## src/rtl/alu_serie.sv

```systemverilog
// Bit-serial N-bit ALU: one 1-bit add/logic slice, LSB first, registered carry between slices.
// Optional ALU_SERIE_OVF_EN adds a signed-overflow output loaded alongside c_out.
module alu_serie #(
   parameter int N = 4
) (
   input  logic         clk,
   input  logic         reset,
   input  logic         start,
   input  logic [N-1:0] a,
   input  logic [N-1:0] b,
   input  logic         arit,
   input  logic [1:0]   s,
   input  logic         c_in,
   output logic         busy,
   output logic         done,
   output logic [N-1:0] result,
   output logic         c_out
`ifdef ALU_SERIE_OVF_EN
   ,
   output logic         ovf
`endif
);

   localparam int CW = (N > 1) ? $clog2(N) : 1;

   typedef enum logic [1:0] {IDLE, RUN, DONE} state_t;

   // Handshake: start is sampled only in IDLE; busy is high while in RUN;
   // done is a one-cycle pulse in DONE, when result/c_out have just been loaded.
   state_t        state_q, state_d;
   logic [N-1:0]  sh_a, sh_b, acc, acc_next;
   logic          arit_q;
   logic [1:0]    s_q;
   logic          carry_q, carry_next, slice, b_eff;
   logic [CW-1:0] cnt;
   logic          last_bit;

   assign last_bit = (cnt == CW'(N - 1));
   assign busy     = (state_q == RUN);
   assign done     = (state_q == DONE);

   // The 1-bit cell; logic ops never propagate a carry.
   always_comb begin
      slice      = 1'b0;
      carry_next = 1'b0;
      b_eff      = (arit_q & s_q[0]) ? ~sh_b[0] : sh_b[0];
      if (arit_q) begin
         slice      = sh_a[0] ^ b_eff ^ carry_q;
         carry_next = (sh_a[0] & b_eff) | (sh_a[0] & carry_q) | (b_eff & carry_q);
      end else begin
         case (s_q)
            2'b00:   slice = sh_a[0] & sh_b[0];
            2'b01:   slice = sh_a[0] | sh_b[0];
            2'b10:   slice = sh_a[0] ^ sh_b[0];
            default: slice = ~sh_a[0];
         endcase
      end
   end

   generate
      if (N == 1) begin : g_acc1
         assign acc_next = slice;
      end else begin : g_accn
         assign acc_next = {slice, acc[N-1:1]};
      end
   endgenerate

   always_ff @(posedge clk or posedge reset) begin
      if (reset) state_q <= IDLE;
      else       state_q <= state_d;
   end

   always_comb begin
      state_d = state_q;
      case (state_q)
         IDLE:    if (start) state_d = RUN;
         RUN:     if (last_bit) state_d = DONE;
         DONE:    state_d = IDLE;
         default: state_d = IDLE;
      endcase
   end

   always_ff @(posedge clk or posedge reset) begin
      if (reset) begin
         sh_a    <= '0;
         sh_b    <= '0;
         acc     <= '0;
         arit_q  <= 1'b0;
         s_q     <= 2'b00;
         carry_q <= 1'b0;
         cnt     <= '0;
         result  <= '0;
         c_out   <= 1'b0;
`ifdef ALU_SERIE_OVF_EN
         ovf     <= 1'b0;
`endif
      end else begin
         case (state_q)
            IDLE: begin
               if (start) begin
                  sh_a    <= a;
                  sh_b    <= b;
                  arit_q  <= arit;
                  s_q     <= s;
                  carry_q <= arit & c_in;
                  cnt     <= '0;
               end
            end
            RUN: begin
               sh_a    <= sh_a >> 1;
               sh_b    <= sh_b >> 1;
               acc     <= acc_next;
               carry_q <= carry_next;
               cnt     <= cnt + 1'b1;
               if (last_bit) begin
                  result <= acc_next;
                  c_out  <= carry_next;
`ifdef ALU_SERIE_OVF_EN
                  // carry_q here is the carry into bit N-1
                  ovf    <= arit_q & (carry_q ^ carry_next);
`endif
               end
            end
            default: ;
         endcase
      end
   end

endmodule
```

## config.mk

```make
export PLATFORM = sky130hd
export DESIGN_NAME = alu_serie
export DESIGN_NICKNAME = d
export VERILOG_FILES = /design/src/rtl/alu_serie.sv
export SDC_FILE = /design/constraint.sdc
export NUM_CORES = 1
export LEC_CHECK = 0
export CORE_MARGIN = 2
export CORE_UTILIZATION = 50
export DETAILED_ROUTE_END_ITERATION = 16
export PLACE_DENSITY = 0.74
export SKIP_LAST_GASP = 1
export SLEW_MARGIN = 20
export SYNTH_ARGS = -nofsm -noshare
export SYNTH_HDL_FRONTEND = slang
export SYNTH_SLANG_ARGS = --single-unit
```

## constraint.sdc

```tcl
create_clock -name clk -period 2.1 [get_ports clk]
set_input_delay 0.21 -clock clk [delete_from_list [all_inputs] [get_ports clk]]
set_output_delay 0.21 -clock clk [all_outputs]
set_load 0.05 [all_outputs]
```

# Word-level counts from Yosys, hierarchy flattened
# Index checks and enable logic that the tools add are counted.
# classes
add_sub_neg	1
eq_ne	7
n_mux	15
bitwise_logic	14
n_reduce_logical	7
# op_table
operator	count
$pmux W4 S2	2
$mux W4	2
$pmux W2 S2	2
$reduce_and A2 Y1	4
$and A1 B1 Y1	6
$eq A2 B2 Y1 const B	3
$mux W2	3
$eq A2 B1 Y1 const B	2
$logic_not A2 Y1	2
$mux W1	4
$or A1 B1 Y1	3
$pmux W1 S3	1
$xor A1 B1 Y1	3
$add A2 B1 Y2 const B	1
$ne A2 B1 Y1 const B	1
$ne A2 B2 Y1 const B	1
$not A1 Y1	2
$pmux W1 S2	1
$reduce_bool A2 Y1	1
# word_totals
reg_bits	25
in_bits	15
wordCells	54

# Logic depth before layout (Yosys ltp)
# depth
ltp_word	7
mapped_depth	5
mapped_depth_nobuf	5

# Worst setup path before layout
# No wires, ideal clock.
# synth_timing
kind	flip-flop to flip-flop
startpoint	register arit_q
endpoint	register acc[3]
path_slack_ps	581
required_ps	1945
t_arrival_ps	1364
period_less_slack_ps	1519
stages_incl_launch_ff	6
cell_sequence	dfrtp_1 -> nand2_1 -> xnor2_1 -> fa_1 -> a22oi_1 -> a31oi_1
# synth_between
elab_chain_cells	5
# synth_rtl
element	line	rtl
from (decl)	32	logic arit_q;
from (signal assigned)	103	arit_q <= arit;
$and A1 B1 Y1	46	b_eff = (arit_q & s_q[0]) ? ~sh_b[0] : sh_b[0];
$mux W1	46	
$xor A1 B1 Y1 (2 in a row)	48	slice = sh_a[0] ^ b_eff ^ carry_q;
$mux W1 *	47	if (arit_q) begin
to (signal assigned)	112	acc <= acc_next;
to (decl)	31	logic [N-1:0] sh_a, sh_b, acc, acc_next;
# Every way passes the cells marked *; elsewhere a longest branch is shown, timed or not.
# A chain may end at the register's enable or synchronous reset.

# Worst setup path in the final report
# layout_timing
startpoint	register state_q[0]
endpoint	output port done
# layout_between
elab_chain_cells	1
# layout_rtl
element	line	rtl
from (decl)	30	state_t state_q, state_d;
from (signal assigned)	70	else state_q <= state_d;
$eq A2 B2 Y1	40	assign done = (state_q == DONE);
to (decl)	15	output logic done,
# Every way passes these cells.

==> flow_metrics.env <==
export IMPL_ff2ff_path_depth=5
export IMPL_worst_pin_slew_ns=0.533
export IMPL_synthAdderAreaFrac_pct=5.12
export IMPL_timing_rr_start="arit_q"
export IMPL_die_x_um=51.4
export IMPL_ctsHoldBuffers=0
export IMPL_clock_sinks=24
export IMPL_routed_wl_met2_um=1060
export IMPL_syn_to_final_growth_pct=25.7
export IMPL_ys_types=26
export IMPL_dp_hpwl_um=1570
export IMPL_worstSetupEndpointType="output port"
export IMPL_worstHoldPathType="in -> async"
export IMPL_fin_ws_ns=0.210
export IMPL_outcome="complete, no violations"
export IMPL_slew_headroom_pct=64.5
export IMPL_rows=17
export IMPL_port_buffers=21
export IMPL_numCtsBuffers=3
export IMPL_synth_xor_area_share_pct=0.780
export IMPL_wl_um=2070
export IMPL_rsz0062_at_grt="no"
export IMPL_maxCapViolCount=0
export IMPL_ys_ff_latch=24
export IMPL_crit_type="reg -> out"
export IMPL_synth_mux_area_share_pct=4.79
export IMPL_max_freq_ghz=0.529
export IMPL_hold_viol_final=0
export IMPL_clk_pin_slew_ns=0.13
export IMPL_grt_use_total_pct=18.7
export IMPL_synth_top_family_by_area="simple AND/OR/NAND/NOR gates"
export IMPL_layout_nets=158
export IMPL_p_leak_uw=0.000668
export IMPL_grt_max_degree=25
export IMPL_vias_per_cell=5.04
export IMPL_cts_tree="built"
export IMPL_synth_simple_gate_area_share_pct=22.6
export IMPL_route_detailed_drc=0
export IMPL_fin_skew_ns=0.00441
export IMPL_fill_cells=200
export IMPL_route_met3_wl_um=55
export IMPL_ioPinCount=22
export IMPL_totalNegativeSetupSlack_ns=0
export IMPL_grt_pass1_vias=836
export IMPL_synth_nets=134
export IMPL_drt_iter0_drc=11
export IMPL_r2r_end="acc[3]"
export IMPL_overflow=0
export IMPL_place_ws_ns=0.436
export IMPL_synth_compound_area_share_pct=7.91
export IMPL_finalCritPeriodShare_pct=90.0
export IMPL_postRouteAntennaNets=0
export IMPL_top_layer="met4"
export IMPL_reg2reg_slack_ns=0.42
export IMPL_clk_insertion_delay_late_ns=0.31
export IMPL_antenna_found_initial=0
export IMPL_synth_cells=115
export IMPL_power_density_mw_per_mm2=1660
export IMPL_cpPeakStageDelay_ns=0.80
export IMPL_start_kind="register"
export IMPL_netlist_area_mm2=0.00112
export IMPL_syn_avg_cell_area_um2=9.77
export IMPL_drive_gt1_share_pct=10.9
export IMPL_ir_drop_v=0.00102
export IMPL_cts_resized=0
export IMPL_die_h_um=51.4
export IMPL_wl_per_cell_um=12.5
export IMPL_coreArea_mm2=0.00217
export IMPL_antenna_cells=0
export IMPL_finalSetupViolations=0
export IMPL_cts_root_buffer="clkbuf_4"
export IMPL_seq_area_frac_synth_pct=53.5
export IMPL_grt_pass1_wl_um=3660
export IMPL_path_cells="nor2b_1 > clkdlybuf4s50_1"
export IMPL_slew_violations=0
export IMPL_finalCriticalPeriod_ns=1.89
export IMPL_crit_required_ns=1.89
export IMPL_cts_max_level=1
export IMPL_dr_pass1_iters=4
export IMPL_initial_core_util_pct=51.8
export IMPL_cts_max_path_buffers=2
export IMPL_gp_congestion=0.761
export IMPL_cp_slowest_cell="clkdlybuf4s50_1"
export IMPL_arrival_ns=1.68
export IMPL_met1_length_um=941
export IMPL_cts_setup_buffers=0
export IMPL_critPathLaunch="state_q[0]"
export IMPL_vias=836
export IMPL_dieArea_mm2=0.00264
export IMPL_worst_path_max_fanout=5
export IMPL_synth_warnings=0
## area by class of cell
class                      instances  area, µm²  area share (%)
timing repair buffer              24        243            17.2
clock buffer                       3       22.5            1.59
multi-input combinational         81        463            32.8
clock inverter                     1       30.0            2.13
inverter                           5       18.8            1.33
tap                               28       35.0            2.48
sequential                        24        601            42.5
## routing by layer
metal | global-route usage [%] | up-vias
met2 | 32.7 | 10
met1 | 22.9 | 401
met3 | 3.51 | 2
met4 | 6.58 | 0
li1 | - | 423
met5 | 0 | -
## cell usage after synthesis
| master | instances | area share [%] |
|---|---|---|
| nand2_1 | 35 | 12 |
| dfrtp_1 | 24 | 53 |
| a31oi_1 | 9 | 5.0 |
| nor2_1 | 7 | 2.3 |
| inv_1 | 5 | 1.7 |
| nand3_1 | 4 | 1.8 |
| buf_2 | 3 | 1.3 |
| ha_1 | 3 | 3.3 |
| mux2_2 | 3 | 3.0 |
| a21oi_1 | 2 | 0.89 |
| mux2i_1 | 2 | 1.8 |
| nand2_2 | 2 | 1.1 |
| nor2b_1 | 2 | 1.1 |
| o21ai_0 | 2 | 0.89 |
| a22oi_1 | 1 | 0.67 |
| buf_6 | 1 | 1.0 |
| buf_8 | 1 | 1.3 |
| fa_1 | 1 | 1.8 |
| nand2b_1 | 1 | 0.56 |
| nand3_2 | 1 | 0.89 |
| nand3b_1 | 1 | 0.67 |
| nor3b_2 | 1 | 1.1 |
| o21ai_1 | 1 | 0.45 |
| or3_1 | 1 | 0.56 |
| or3b_1 | 1 | 0.78 |
| xnor2_1 | 1 | 0.78 |
## report_power, final
part,switching (µW),internal [µW],leakage (µW)
registers,180,689,0.000293
logic,674,467,0.000348
clock network,138,193,0.0000279
## worst max path at each step
stage / endpoint / cells after the start
5_1_grt: done / 2
6_report: done / 2
2_1_floorplan: acc[3] / 5
3_5_place_dp: sh_a[1] / 4
3_3_place_gp: sh_a[2] / 4
4_1_cts: done / 2
## logic make-up (layout without fill, tap and decap cells)
group           after synthesis  after routing
simple gates                 56             56
flops                        24             24
compound gates               15             15
buf+inv                      10             33
mux                           5              5
fa+ha+maj                     4              4
xor+xnor                      1              1
## stage by stage
step / power, µW / std cells / hold WS, ns / utilization, % / area (µm²)
after global placement: 1970 / 162 / 0.456 / 62.7 / 1360
after floorplan: 1700 / 115 / 0.225 / - / 1120
after CTS: 2370 / 166 / 0.236 / 65.1 / 1410
after detailed placement: 2040 / 162 / 0.469 / 62.7 / 1360
final: 2340 / 166 / 0.237 / 65.1 / 1410
after global routing: 2540 / 166 / 0.246 / 65.1 / 1410
## sequential cells by signal, summed over array words and instances (netlist names)
register / count
acc: 3
carry_q: 1
arit_q: 1
c_out: 1
sh_b: 4
cnt: 2
state_q: 2
s_q: 2
sh_a: 4
result: 4
## critical path, delay by kind of cell, from the launching register on
kind / cells / cell delay [ns]
buffers and inverters: 1 / 0.80
flip-flops: 1 / 0.45
AND/OR/NAND/NOR: 1 / 0.12
## cell usage in the layout, fill, tap and decap left out, types with 3 or more instances in the layout
| cell | n |
|---|---|
| a31oi_1 | 9 |
| clkbuf_4 | 3 |
| mux2_2 | 3 |
| dfrtp_1 | 24 |
| nand3_1 | 4 |
| buf_4 | 3 |
| inv_1 | 5 |
| nand2_1 | 35 |
| ha_1 | 3 |
| clkdlybuf4s50_1 | 20 |
| nor2_1 | 7 |
Power figures use the tool's default switching activity.
